<file path="src/rtl/alu_seq_ctrl.sv">
// Slice-serial integer ALU sequencer. Computes AND/OR/ADD/SUB/SLT SLICE bits per cycle, LS slice first.
// Latency: N = WIDTH/SLICE cycles from the accepting edge to the done pulse (4 with defaults).
// Backpressure: start is ignored while busy; it is accepted in IDLE or in the one-cycle DONE state.
// Optional overflow trap is built with ALU_SEQ_OVF_TRAP_EN defined (sticky ovf_trap, suppressed write-back).
module alu_seq_ctrl #(
  parameter int WIDTH = 32,
  parameter int SLICE = 8
) (
  input  logic             clk,
  input  logic             rst_n,
  input  logic             start,
  input  logic [2:0]       operation,
  input  logic [WIDTH-1:0] a,
  input  logic [WIDTH-1:0] b,
  input  logic             trap_clr,
  output logic             busy,
  output logic             done,
  output logic [WIDTH-1:0] result,
  output logic             overflow,
  output logic             zero,
  output logic             ovf_trap
);

  localparam int N  = WIDTH / SLICE;
  localparam int CW = $clog2(N + 1);

  localparam logic [2:0] OP_AND = 3'b000;
  localparam logic [2:0] OP_OR  = 3'b001;
  localparam logic [2:0] OP_ADD = 3'b010;
  localparam logic [2:0] OP_SUB = 3'b110;
  localparam logic [2:0] OP_SLT = 3'b111;

  typedef enum logic [1:0] {IDLE, RUN, DONE} state_t;

  state_t           state, state_nxt;
  logic             accept;
  logic             last;
  logic             complete;
  logic [CW-1:0]    cnt;
  logic             carry;
  logic [2:0]       op_q;
  logic [WIDTH-1:0] a_q, b_q, acc;
  logic             a_msb, b_msb;

  logic             is_sub;
  logic [SLICE-1:0] b_sl;
  logic [SLICE:0]   sum_ext;
  logic [SLICE-1:0] slice_res;
  logic [WIDTH-1:0] slice_ext;
  logic [WIDTH-1:0] acc_nxt;
  logic             s_bit, ovf_add, ovf_sub;
  logic [WIDTH-1:0] fin_res;
  logic             fin_ovf;

  assign last     = (cnt == CW'(N - 1));
  assign complete = (state == RUN) && last;
  assign busy     = (state == RUN);
  assign done     = (state == DONE);

  // State register; reset discards any in-flight operation.
  always_ff @(posedge clk or negedge rst_n) begin
    if (!rst_n) state <= IDLE;
    else        state <= state_nxt;
  end

  // Next-state: accept in IDLE/DONE, run N slices, then one DONE cycle.
  always_comb begin
    state_nxt = state;
    accept    = 1'b0;
    case (state)
      IDLE, DONE: begin
        if (start) begin
          accept    = 1'b1;
          state_nxt = RUN;
        end else begin
          state_nxt = IDLE;
        end
      end
      RUN:     if (last) state_nxt = DONE;
      default: state_nxt = IDLE;
    endcase
  end

  // One slice of the datapath plus the final flag/result resolution on the last slice.
  always_comb begin
    is_sub    = (op_q == OP_SUB) || (op_q == OP_SLT);
    b_sl      = is_sub ? ~b_q[SLICE-1:0] : b_q[SLICE-1:0];
    sum_ext   = {1'b0, a_q[SLICE-1:0]} + {1'b0, b_sl} + (SLICE + 1)'(carry);
    slice_res = '0;
    case (op_q)
      OP_AND:                 slice_res = a_q[SLICE-1:0] & b_q[SLICE-1:0];
      OP_OR:                  slice_res = a_q[SLICE-1:0] | b_q[SLICE-1:0];
      OP_ADD, OP_SUB, OP_SLT: slice_res = sum_ext[SLICE-1:0];
      default:                slice_res = '0;
    endcase
    slice_ext            = '0;
    slice_ext[SLICE-1:0] = slice_res;
    // New slice enters at the top; after N shifts slice 0 sits at the bottom.
    acc_nxt = (acc >> SLICE) | (slice_ext << (WIDTH - SLICE));

    // Only meaningful on the last slice, where sum_ext holds the sign bit.
    s_bit   = sum_ext[SLICE-1];
    ovf_add = (~a_msb & ~b_msb & s_bit) | (a_msb & b_msb & ~s_bit);
    ovf_sub = (~a_msb & b_msb & s_bit) | (a_msb & ~b_msb & ~s_bit);
    fin_res = acc_nxt;
    fin_ovf = 1'b0;
    case (op_q)
      OP_ADD: fin_ovf = ovf_add;
      OP_SUB: fin_ovf = ovf_sub;
      OP_SLT: begin
        fin_res    = '0;
        fin_res[0] = s_bit ^ ovf_sub;
      end
      default: fin_ovf = 1'b0;
    endcase
  end

  // Operand capture, slice shifting and the registered carry chain.
  always_ff @(posedge clk or negedge rst_n) begin
    if (!rst_n) begin
      a_q   <= '0;
      b_q   <= '0;
      a_msb <= 1'b0;
      b_msb <= 1'b0;
      op_q  <= '0;
      cnt   <= '0;
      carry <= 1'b0;
      acc   <= '0;
    end else if (accept) begin
      a_q   <= a;
      b_q   <= b;
      a_msb <= a[WIDTH-1];
      b_msb <= b[WIDTH-1];
      op_q  <= operation;
      cnt   <= '0;
      carry <= (operation == OP_SUB) || (operation == OP_SLT);
      acc   <= '0;
    end else if (state == RUN) begin
      a_q   <= a_q >> SLICE;
      b_q   <= b_q >> SLICE;
      acc   <= acc_nxt;
      carry <= sum_ext[SLICE];
      cnt   <= cnt + 1'b1;
    end
  end

`ifdef ALU_SEQ_OVF_TRAP_EN
  logic unused_cfg;
  assign unused_cfg = 1'b0;

  // Visible outputs; an overflowing op skips write-back and raises the sticky trap (set beats clear).
  always_ff @(posedge clk or negedge rst_n) begin
    if (!rst_n) begin
      result   <= '0;
      overflow <= 1'b0;
      zero     <= 1'b0;
      ovf_trap <= 1'b0;
    end else begin
      if (complete) begin
        overflow <= fin_ovf;
        if (!fin_ovf) begin
          result <= fin_res;
          zero   <= (fin_res == '0);
        end
      end
      if (complete && fin_ovf) ovf_trap <= 1'b1;
      else if (trap_clr)       ovf_trap <= 1'b0;
    end
  end
`else
  logic unused_trap_clr;
  assign unused_trap_clr = trap_clr;
  assign ovf_trap        = 1'b0;

  // Visible outputs update only on completion and hold otherwise.
  always_ff @(posedge clk or negedge rst_n) begin
    if (!rst_n) begin
      result   <= '0;
      overflow <= 1'b0;
      zero     <= 1'b0;
    end else if (complete) begin
      result   <= fin_res;
      overflow <= fin_ovf;
      zero     <= (fin_res == '0);
    end
  end
`endif

endmodule

</file>
<file path="config.mk">
export PLATFORM = sky130hd
export DESIGN_NAME = alu_seq_ctrl
export DESIGN_NICKNAME = d
export VERILOG_FILES = /design/src/rtl/alu_seq_ctrl.sv
export SDC_FILE = /design/constraint.sdc
export NUM_CORES = 1
export LEC_CHECK = 0
export ABC_AREA = 1
export CORE_MARGIN = 2
export CORE_UTILIZATION = 45
export DETAILED_ROUTE_END_ITERATION = 7
export HOLD_SLACK_MARGIN = 0.03
export PLACE_DENSITY = 0.7
export SYNTH_ARGS = -nofsm -noshare
export SYNTH_HDL_FRONTEND = slang
export SYNTH_SLANG_ARGS = --single-unit
</file>
<file path="constraint.sdc">
create_clock -name clk -period 6.5 [get_ports clk]
set_input_delay 0.65 -clock clk [delete_from_list [all_inputs] [get_ports clk]]
set_output_delay 0.65 -clock clk [all_outputs]
set_load 0.01 [all_outputs]
</file>
==> impl_metrics.ini <==
[status]
status = finished, final reports clean

[sta]
rsz0062_at_grt = no
max_freq_mhz = 349.8
finClkSkew_ns = 0.008384
max-slew-margin-rel_pct = 38.45
setup_tns_ns = 0
hold_violations = 0
min_period_ns = 2.859
tightest_slew_ns = 0.9199
min_period_over_period_pct = 43.98
hold_ws_ns = 0.3008
drv_slew = 0
setup_viol = 0

[pwr]
p_leak_nw = 3.696
powerDensity_nw_per_um2 = 543.4
peakVddDrop_uv = 204.4

[global_routing]
overflow = 0
grt_first_pass_wirelength_mm = 25.46
grtUsageTotal_pct = 22.11
grt_start_max_net_pins = 74
grt_pass1_vias = 5209
antenna_found_initial = 0

[yosys]
synthTopCellsByCount = nand2_1, dfrtp_1, o21ai_0
mappedNetlistNets = 809
synth_xor_area_share_pct = 1.119
yosysWarningCount = 0
synthAdderAreaFrac_pct = 2.439
yosysMostFrequentCell = nand2_1
synth_seq_cells = 133
synth_top_family_by_area = compound AO/OA/AOI/OAI gates
synth.area.top_cells = dfrtp_1, nand2_1, o21ai_0
synth.top_cell.area_share_pct = 53.17
yosysTopAreaCell = dfrtp_1
synth-edff-count = 0
postSynthCellCount = 727
synthFlopType = dfrtp_1
syn-cell-area_um2 = 6260
synth-simple-area-share_pct = 15.23
ys_types = 32
ys_async_sr_fraction_pct = 100.0
synthMuxAreaShare_pct = 0
syn_avg_cell_area_um2 = 8.610
synth-compound-area-share_pct = 18.37
yosysSeqAreaShare_pct = 53.17

[cts]
cts_tree = yes
worstSkewPairLatency_ns = 0.42
cts_htree_levels = 4
cts.sinks = 133
ctsLongestPathBuffers = 2
post_cts_resized = 0
postCtsHoldBufs = 0
root_buffer = clkbuf_16
cts-buffers-inserted = 17
clk_pin_slew_ns = 0.05
cts_setup_buffers = 0

[placed_design]
io_buffer_count = 105
hpwlAfterDp_mm = 10.50
gp_congestion = 0.8704
dp_cells = 978

[detailed_routing]
num_vias = 5320
drtAntennaViolNets = 0
dr.pass1.iters = 5
via_per_inst = 5.267
drc_errors = 0
wire_per_inst_um = 15.06
drt-total-wl_mm = 15.21
first_iter_violations = 381

[worst_setup_path]
reg2reg_depth = 14
worstSetupPathType = flip-flop to output pin
ff2ff_setup_slack_ns = 3.66
worstPathMaxFanout = 12
critPathRequiredTime_ns = 5.85
crit_path_end_kind = output pin
worstReg2RegEnd = zero
cp.arrival_ns = 2.21
cp-start-kind = flip-flop
r2r_start = op_q[2]

[finish]
antenna_cells = 0
multiInputGateArea_um2 = 2335
final_layout_size_suffix_gt1_share_pct = 5.663
fillers = 1258
fin_cells = 1010
seqCellArea_um2 = 3328
layout.nets = 899
area_growth_pct = 27.84

[floorplan]
die_w_um = 121.9
die_h_um = 121.9
std_cell_rows = 43
ios = 108
dieArea_um2 = 14870
start_util_pct = 45.63
coreArea_um2 = 13720

[flow_run]
maxCapViolations = 0

[min_path]
hold_path.class = primary input to async pin
==> stage by stage <==
stage	cell area, µm²	worst slack, ns	power, W	util (%)
final	8003	3.641	0.004348	58.33
after global routing	8003	3.412	0.004728	58.33
after CTS	8003	3.613	0.004364	58.33
after detailed placement	7395	3.681	0.003349	53.90
after global placement	7395	3.715	0.003293	53.90
after floorplan	6260	4.223	0.002719	-
==> routing by layer <==
| metal | share of wire (%) | up-vias | GRT usage [%] | wire length (µm) |
|---|---|---|---|---|
| met5 | 0 | - | 0 | 0 |
| met4 | 1.6 | 0 | 7.184 | 246 |
| met3 | 5.9 | 21 | 4.963 | 892 |
| met2 | 47 | 176 | 35.93 | 7133 |
| met1 | 46 | 2546 | 29.55 | 6935 |
| li1 | - | 2577 | - | - |
==> layout make-up <==
cell class	count	share of cell area (%)
Clock buffer	22	5.800
Clock inverter	10	1.798
Inverter	112	5.253
Multi-Input combinational cell	443	29.17
Sequential cell	133	41.59
Tap cell	180	2.814
Timing Repair Buffer	110	13.57
==> cell families after synthesis <==
| group | after synthesis |
|---|---|
| other | 1 |
| AOI/OAI and AO/OA | 194 |
| DFF | 133 |
| buffers and inverters | 151 |
| xor gates and xnor gates | 8 |
| and+or+nand+nor | 229 |
| adders and majority gates | 11 |
==> how the worst max path moves through the flow <==
stage / start / endpoint
finish: state[1] / busy
global route: op_q[1] / zero
CTS: state[1] / busy
detailed placement: start / a_q[5]
global placement: op_q[2] / zero
floorplan: op_q[1] / zero
==> sequential cells by signal, summed over array words and instances (netlist names) <==
signal,cells
result,32
zero,1
b_msb,1
a_msb,1
overflow,1
state,2
b_q,32
op_q,3
a_q,32
carry,1
acc,24
cnt,3
==> critical path, stage by stage (launching register included) <==
cell and delay [ns]:
dfrtp_1 0.39, nor2_1 0.71, clkdlybuf4s50_1 0.68
==> power breakdown <==
| part | leakage, nW | total [W] | switching (W) | internal (W) |
|---|---|---|---|---|
| logic | 1.70 | 0.00198 | 0.00123 | 0.000741 |
| clock network | 0.287 | 0.000991 | 0.000365 | 0.000626 |
| registers | 1.71 | 0.00138 | 0.000192 | 0.00119 |
==> layout by cell type (no fill, tap or decap), types with 4 or more instances in the layout <==
cell type / count
nand2_1: 172
nor2_1: 14
a21oi_1: 11
ha_1: 9
nand3_1: 25
inv_1: 107
clkdlybuf4s50_1: 104
xor2_1: 8
o31ai_1: 16
inv_2: 4
dfrtp_1: 133
o21ai_0: 121
o221ai_1: 29
o22ai_1: 10
buf_4: 6
nand4_1: 6
clkbuf_16: 17
No activity file was read; power rests on OpenSTA's default activity.
